**src/rtl/imem_loader_pkg.sv**
```systemverilog
// Shared types and constants for the boot-time instruction-memory loader.
package imem_loader_pkg;

  localparam int unsigned BYTES_PER_WORD = 4;
  localparam int unsigned BYTE_W         = 8;
  localparam int unsigned WORD_W         = 32;

  typedef enum logic [2:0] {
    IDLE,
    LEN,
    DATA,
    CSUM,
    DONE,
    ERROR
  } state_t;

endpackage

```
**src/rtl/imem_loader_byte_to_word_assembler.sv**
```systemverilog
// Packs a little-endian byte stream into 32-bit words; flags the 4th byte of each word.
module byte_to_word_assembler
  import imem_loader_pkg::*;
(
  input  logic              clk,
  input  logic              rst_n,
  input  logic              i_valid,
  input  logic [BYTE_W-1:0] i_data,
  output logic [WORD_W-1:0] o_word_c,
  output logic              o_word_valid_c
);

  localparam int unsigned      CNT_W = $clog2(BYTES_PER_WORD);
  localparam logic [CNT_W-1:0] LAST  = CNT_W'(BYTES_PER_WORD - 1);

  logic [CNT_W-1:0]         r_cnt;
  logic [WORD_W-BYTE_W-1:0] r_buf;

  // The top byte is never stored; it is taken straight from the input on the final beat.
  always_ff @(posedge clk or negedge rst_n) begin
    if (!rst_n) begin
      r_cnt <= '0;
      r_buf <= '0;
    end else if (i_valid) begin
      r_cnt <= r_cnt + CNT_W'(1);
      for (int unsigned k = 0; k < BYTES_PER_WORD - 1; k++) begin
        if (r_cnt == CNT_W'(k)) r_buf[k*BYTE_W +: BYTE_W] <= i_data;
      end
    end
  end

  assign o_word_c       = {i_data, r_buf};
  assign o_word_valid_c = i_valid && (r_cnt == LAST);

endmodule

```
**src/rtl/imem_loader.sv**
```systemverilog
// Streams a length-prefixed byte image into instruction memory and holds the core in reset until done.
// Optional trailing checksum word enabled with `define IMEM_LOADER_CHECKSUM_EN.
module imem_loader
  import imem_loader_pkg::*;
#(
  parameter int unsigned DEPTH     = 12,
  parameter logic [31:0] BASE_ADDR = 32'h0000_0000,
  parameter bit          AUTOSTART = 1'b1
) (
  input  logic              clk,
  input  logic              reset,
  input  logic              start,
  input  logic [BYTE_W-1:0] s_data,
  input  logic              s_valid,
  output logic              s_ready,
  output logic [31:0]       imem_addr,
  output logic [31:0]       imem_din,
  output logic              imem_we,
  output logic              core_run,
  output logic              busy,
  output logic              done,
  output logic              error,
  output logic [DEPTH-2:0]  words_loaded
);

  localparam int unsigned WL_W      = DEPTH - 1;
  localparam int unsigned CAP_WORDS = 1 << (DEPTH - 2);
  localparam state_t      RST_STATE = AUTOSTART ? LEN : IDLE;

  state_t            r_state;
  state_t            w_next;
  logic              w_fire;
  logic [WORD_W-1:0] w_word;
  logic              w_word_valid;
  logic              w_start_ok;
  logic              w_load_len;
  logic              w_write;
  logic              w_last;
  logic [WL_W-1:0]   r_len;
`ifdef IMEM_LOADER_CHECKSUM_EN
  logic [WORD_W-1:0] r_sum;
`endif

  assign s_ready = (r_state == LEN) || (r_state == DATA) || (r_state == CSUM);
  assign w_fire  = s_valid && s_ready;
  assign w_last  = (words_loaded + WL_W'(1)) == r_len;

  byte_to_word_assembler u_asm (
    .clk            (clk),
    .rst_n          (reset),
    .i_valid        (w_fire),
    .i_data         (s_data),
    .o_word_c       (w_word),
    .o_word_valid_c (w_word_valid)
  );

  always_ff @(posedge clk or negedge reset) begin
    if (!reset) r_state <= RST_STATE;
    else        r_state <= w_next;
  end

  always_comb begin
    w_next     = r_state;
    w_start_ok = 1'b0;
    w_load_len = 1'b0;
    w_write    = 1'b0;
    case (r_state)
      IDLE, DONE, ERROR: begin
        if (start) begin
          w_next     = LEN;
          w_start_ok = 1'b1;
        end
      end
      LEN: begin
        if (w_word_valid) begin
          if ((w_word == '0) || (w_word > CAP_WORDS)) begin
            w_next = ERROR;
          end else begin
            w_next     = DATA;
            w_load_len = 1'b1;
          end
        end
      end
      DATA: begin
        if (w_word_valid) begin
          w_write = 1'b1;
`ifdef IMEM_LOADER_CHECKSUM_EN
          if (w_last) w_next = CSUM;
`else
          if (w_last) w_next = DONE;
`endif
        end
      end
`ifdef IMEM_LOADER_CHECKSUM_EN
      CSUM: begin
        if (w_word_valid) w_next = (w_word == r_sum) ? DONE : ERROR;
      end
`endif
      default: w_next = RST_STATE;
    endcase
  end

  // Write port and word count; address/data hold between writes.
  always_ff @(posedge clk or negedge reset) begin
    if (!reset) begin
      imem_we      <= 1'b0;
      imem_addr    <= BASE_ADDR;
      imem_din     <= '0;
      words_loaded <= '0;
      r_len        <= '0;
    end else begin
      imem_we <= w_write;
      if (w_write) begin
        imem_addr    <= BASE_ADDR + (32'(words_loaded) << 2);
        imem_din     <= w_word;
        words_loaded <= words_loaded + WL_W'(1);
      end else if (w_start_ok) begin
        words_loaded <= '0;
      end
      if (w_load_len) r_len <= WL_W'(w_word);
    end
  end

  // Status flags follow the state being entered so they line up with it.
  always_ff @(posedge clk or negedge reset) begin
    if (!reset) begin
      busy     <= 1'b0;
      done     <= 1'b0;
      error    <= 1'b0;
      core_run <= 1'b0;
    end else begin
      busy     <= (w_next == LEN) || (w_next == DATA) || (w_next == CSUM);
      done     <= (w_next == DONE);
      error    <= (w_next == ERROR);
      core_run <= (w_next == DONE);
    end
  end

`ifdef IMEM_LOADER_CHECKSUM_EN
  always_ff @(posedge clk or negedge reset) begin
    if (!reset) begin
      r_sum <= '0;
    end else if ((w_next == LEN) && (r_state != LEN)) begin
      r_sum <= '0;
    end else if (w_write) begin
      r_sum <= r_sum + w_word;
    end
  end
`endif

endmodule

```
**config.mk**
```make
export PLATFORM = sky130hd
export DESIGN_NAME = imem_loader
export DESIGN_NICKNAME = d
export VERILOG_FILES = /design/src/rtl/imem_loader_pkg.sv /design/src/rtl/imem_loader_byte_to_word_assembler.sv /design/src/rtl/imem_loader.sv
export SDC_FILE = /design/constraint.sdc
export NUM_CORES = 1
export LEC_CHECK = 0
export CORE_MARGIN = 2
export CORE_UTILIZATION = 56
export DETAILED_ROUTE_END_ITERATION = 6
export PLACE_DENSITY = 0.86
export SYNTH_ARGS = -nofsm -noshare
export SYNTH_HDL_FRONTEND = slang
export SYNTH_HIERARCHICAL = 1
export SYNTH_SLANG_ARGS = --single-unit
```
**constraint.sdc**
```tcl
create_clock -name clk -period 6.7 [get_ports clk]
set_input_delay 0.67 -clock clk [delete_from_list [all_inputs] [get_ports clk]]
set_output_delay 0.67 -clock clk [all_outputs]
set_load 0.02 [all_outputs]
```
==> summary.md <==
| Metric | Value |
|---|---|
| Port Buffer Count | `between 70 and 80` |
| Die width | `95.3 um` |
| Setup bufs post-CTS | `0` |
| Power per cell area | `281 nW/um2` |
| Cell leakage power | `between 2 and 3 nW` |
| Largest family of logic cells by synthesized area | `simple AND/OR/NAND/NOR gates` |
| DRC viols | `0` |
| Data arrival time of the critical path | `3810 ps` |
| Hold-fix buffers, CTS | `0` |
| Worst-path clk slew | `roughly 100 ps` |
| Io pins | `just over 90` |
| Register-to-Register Setup Slack | `around 3100 ps` |
| Status | `finished clean` |
| Final slew viol count | `0` |
| YS warnings | `6` |
| Most frequent cells in the layout | `132 x nand2_1, 97 x dfrtp_1, 70 x clkdlybuf4s50_1` |
| Syn Area/Cell | `between 10 and 15 um2` |
| Die H | `95.3 um` |
| WS Path Type | `reg -> reg` |
| Number of synthesized flops with an enable pin | `0` |
| Seq/Total Area, Yosys | `between 50% and 60%` |
| Synthesized instance count | `between 400 and 500` |
| Worst r2r src | `r_state[0]` |
| Reg2reg path depth | `9` |
| Clock skew | `approximately 13 ps` |
| Placed insts | `598` |
| Deepest clock path buffer count | `2` |
| Nets | `around 520` |
| GP Congestion | `0.826` |
| Design Area, Final | `~5500 um2` |
| Worst vdd ir | `0.194 mV` |
| Setup TNS | `0 ps` |
| Fin cells | `614` |
| Register area | `2450 um2` |
| Final Hold Fails | `0` |
| R2R Path End | `r_len[2]` |
| Routed WL per cell | `~16 um` |
| Adder-cell share of the synthesized area | `around 1.3%` |
| #FFs+latches synth | `~100` |
| Clk sinks | `98` |
| Remaining global-route overflow | `0` |
| Ant. Diodes | `0` |
| Mapped Area | `between 4000 and 5000 um2` |
| FP Rows | `33` |
| Unique masters post-synth | `between 40 and 50` |
| Multi-input gate area | `slightly below 2000 um2` |
| Period utilization | `53.1%` |
| Clk_lat worst skew | `360 ps` |
| Die ar. | `around 9000 um2` |
| Crit. End Element | `flop` |
| Critical path launch point type | `flop` |
| Clock Tree Root | `clkbuf_8` |
| CTS buffer count | `9` |
| Placed Area | `roughly 5300 um2` |
| Top_reg_cell synth | `dfrtp_1` |
| DP HPWL | `around 7.2 mm` |
| H-tree Lvls | `3` |
| TritonCTS clock tree | `built` |
| Worst endpoint required time | `6950 ps` |
| Max-Cap Viols | `0` |
| Initial antenna violation count | `0` |
| First drt pass iteration count | `4` |
| Compound-gate portion of the synthesized area | `between 5 and 6%` |
| Post-synthesis xor/xnor area fraction | `approximately 3%` |
| Core area | `approximately 8000 um2` |
| Largest net degree at the start of global routing | `a little over 60` |
| Layout area overhead | `17.9%` |
| DR vias | `3,375` |
| Layout cells sized above 1 | `approximately an eighth` |
| Fmax | `~0.28 GHz` |
| Final Core Density | `67.7%` |
| Starting Density | `a little under three fifths` |
| Mux cell area share after synthesis | `between 10% and 20%` |
| Hold crit path type | `in -> async` |
| Final wirelength | `~10 mm` |
| Fraction of registers with async set/reset | `100%` |
| Vias in the first global route | `between 3k and 4k` |
| # setup viols final | `0` |
| Commonest non-fill, non-tap cell in the layout | `nand2_1` |
| GRT Total Usage | `23.8%` |
| Unrepaired setup endpoints after global routing | `false` |
| Worst-margin pin slew | `830 ps` |
| Worst rel slew slack | `approximately 45%` |
| Synth Area in Simple Gates | `between 10% and 20%` |
| First-pass GRT wire length | `between 15 and 20 mm` |
| Resize count post-CTS | `0` |
| 1st-iter DRT viols | `around 180` |
| Fin crit period | `~3600 ps` |
| CP Max Fanout | `14` |
| # fillers | `620` |
| Vias/cell | `~5.5` |
| ANT nets after route | `0` |
| Final hold slack | `around 280 ps` |
how the worst max path moves through the flow:
stage / from / to / slack [ps]
6_report: r_state[0] / r_len[2] / 3140
5_1_grt: r_state[0] / r_len[8] / 2950
4_1_cts: r_state[0] / r_len[8] / 3160
3_5_place_dp: s_valid / r_len[8] / 2920
3_3_place_gp: s_valid / r_len[10] / 3080
2_1_floorplan: r_state[0] / r_len[3] / 3800
report_power, final:
| part | switching (mW) | internal [mW] |
|---|---|---|
| clock network | 0.219 | 0.180 |
| logic | 0.162 | 0.197 |
| registers | 0.107 | 0.682 |
metal layers:
layer  wire [um]  vias to the layer above  track usage [%]
li1            -                     1544                -
met1        4140                     1673             30.3
met2        5040                      134             39.3
met3         611                       24             4.82
met4         313                        0             10.9
met5           0                        -                0
logic make-up after synthesis:
family          Yosys count
compound gates           42
flops                    98
xor+xnor                 16
other cells               1
fa+ha+maj                 5
buf+inv                  56
mux                      35
simple gates            194
state kept, by name (all words and copies together) (netlist names):
register	flops
busy	1
done	1
error	1
imem_addr	11
imem_din	32
imem_we	1
r_len	11
r_state	3
u_asm/r_buf	24
u_asm/r_cnt	2
words_loaded	11
through the flow:
stage / total power, mW / setup slack [ps]
3_3_place_gp: 1.13 / 3080
6_report: 1.55 / 3140
5_1_grt: 1.62 / 2950
3_5_place_dp: 1.15 / 2920
4_1_cts: 1.55 / 3160
2_1_floorplan: 1.05 / 3800
cells in the mapped netlist (4+ instances only):
library cell,n,area share [%]
buf_4,30,4.8
clkbuf_1,13,1.0
dfrtp_1,97,52
ha_1,5,1.3
inv_1,8,0.64
mux2_2,11,2.7
mux2_4,24,7.7
nand2_1,132,11
nand2b_1,4,0.54
nand3_1,5,0.54
nand4_1,4,0.54
nor2_1,15,1.2
nor4_1,7,0.94
o21ai_0,21,2.3
xnor2_1,9,1.7
xor2_1,7,1.3
cell type report:
class	instances	share of cell area, %
Timing Repair Buffer	74	13.3
Sequential cell	98	44.6
Tap cell	105	2.39
Clock buffer	9	2.25
Clock inverter	7	1.57
Inverter	8	0.545
Multi-Input combinational cell	313	35.4
critical path: stages, from the launching register on:
cell	delay, ps
dfstp_2	610
nor2_1	50
nor2_1	190
and2_1	610
and2_2	330
nor4b_1	260
nand4_1	130
nand4bb_2	310
nor3_4	540
mux2_2	410
Power figures use the tool's default switching activity.
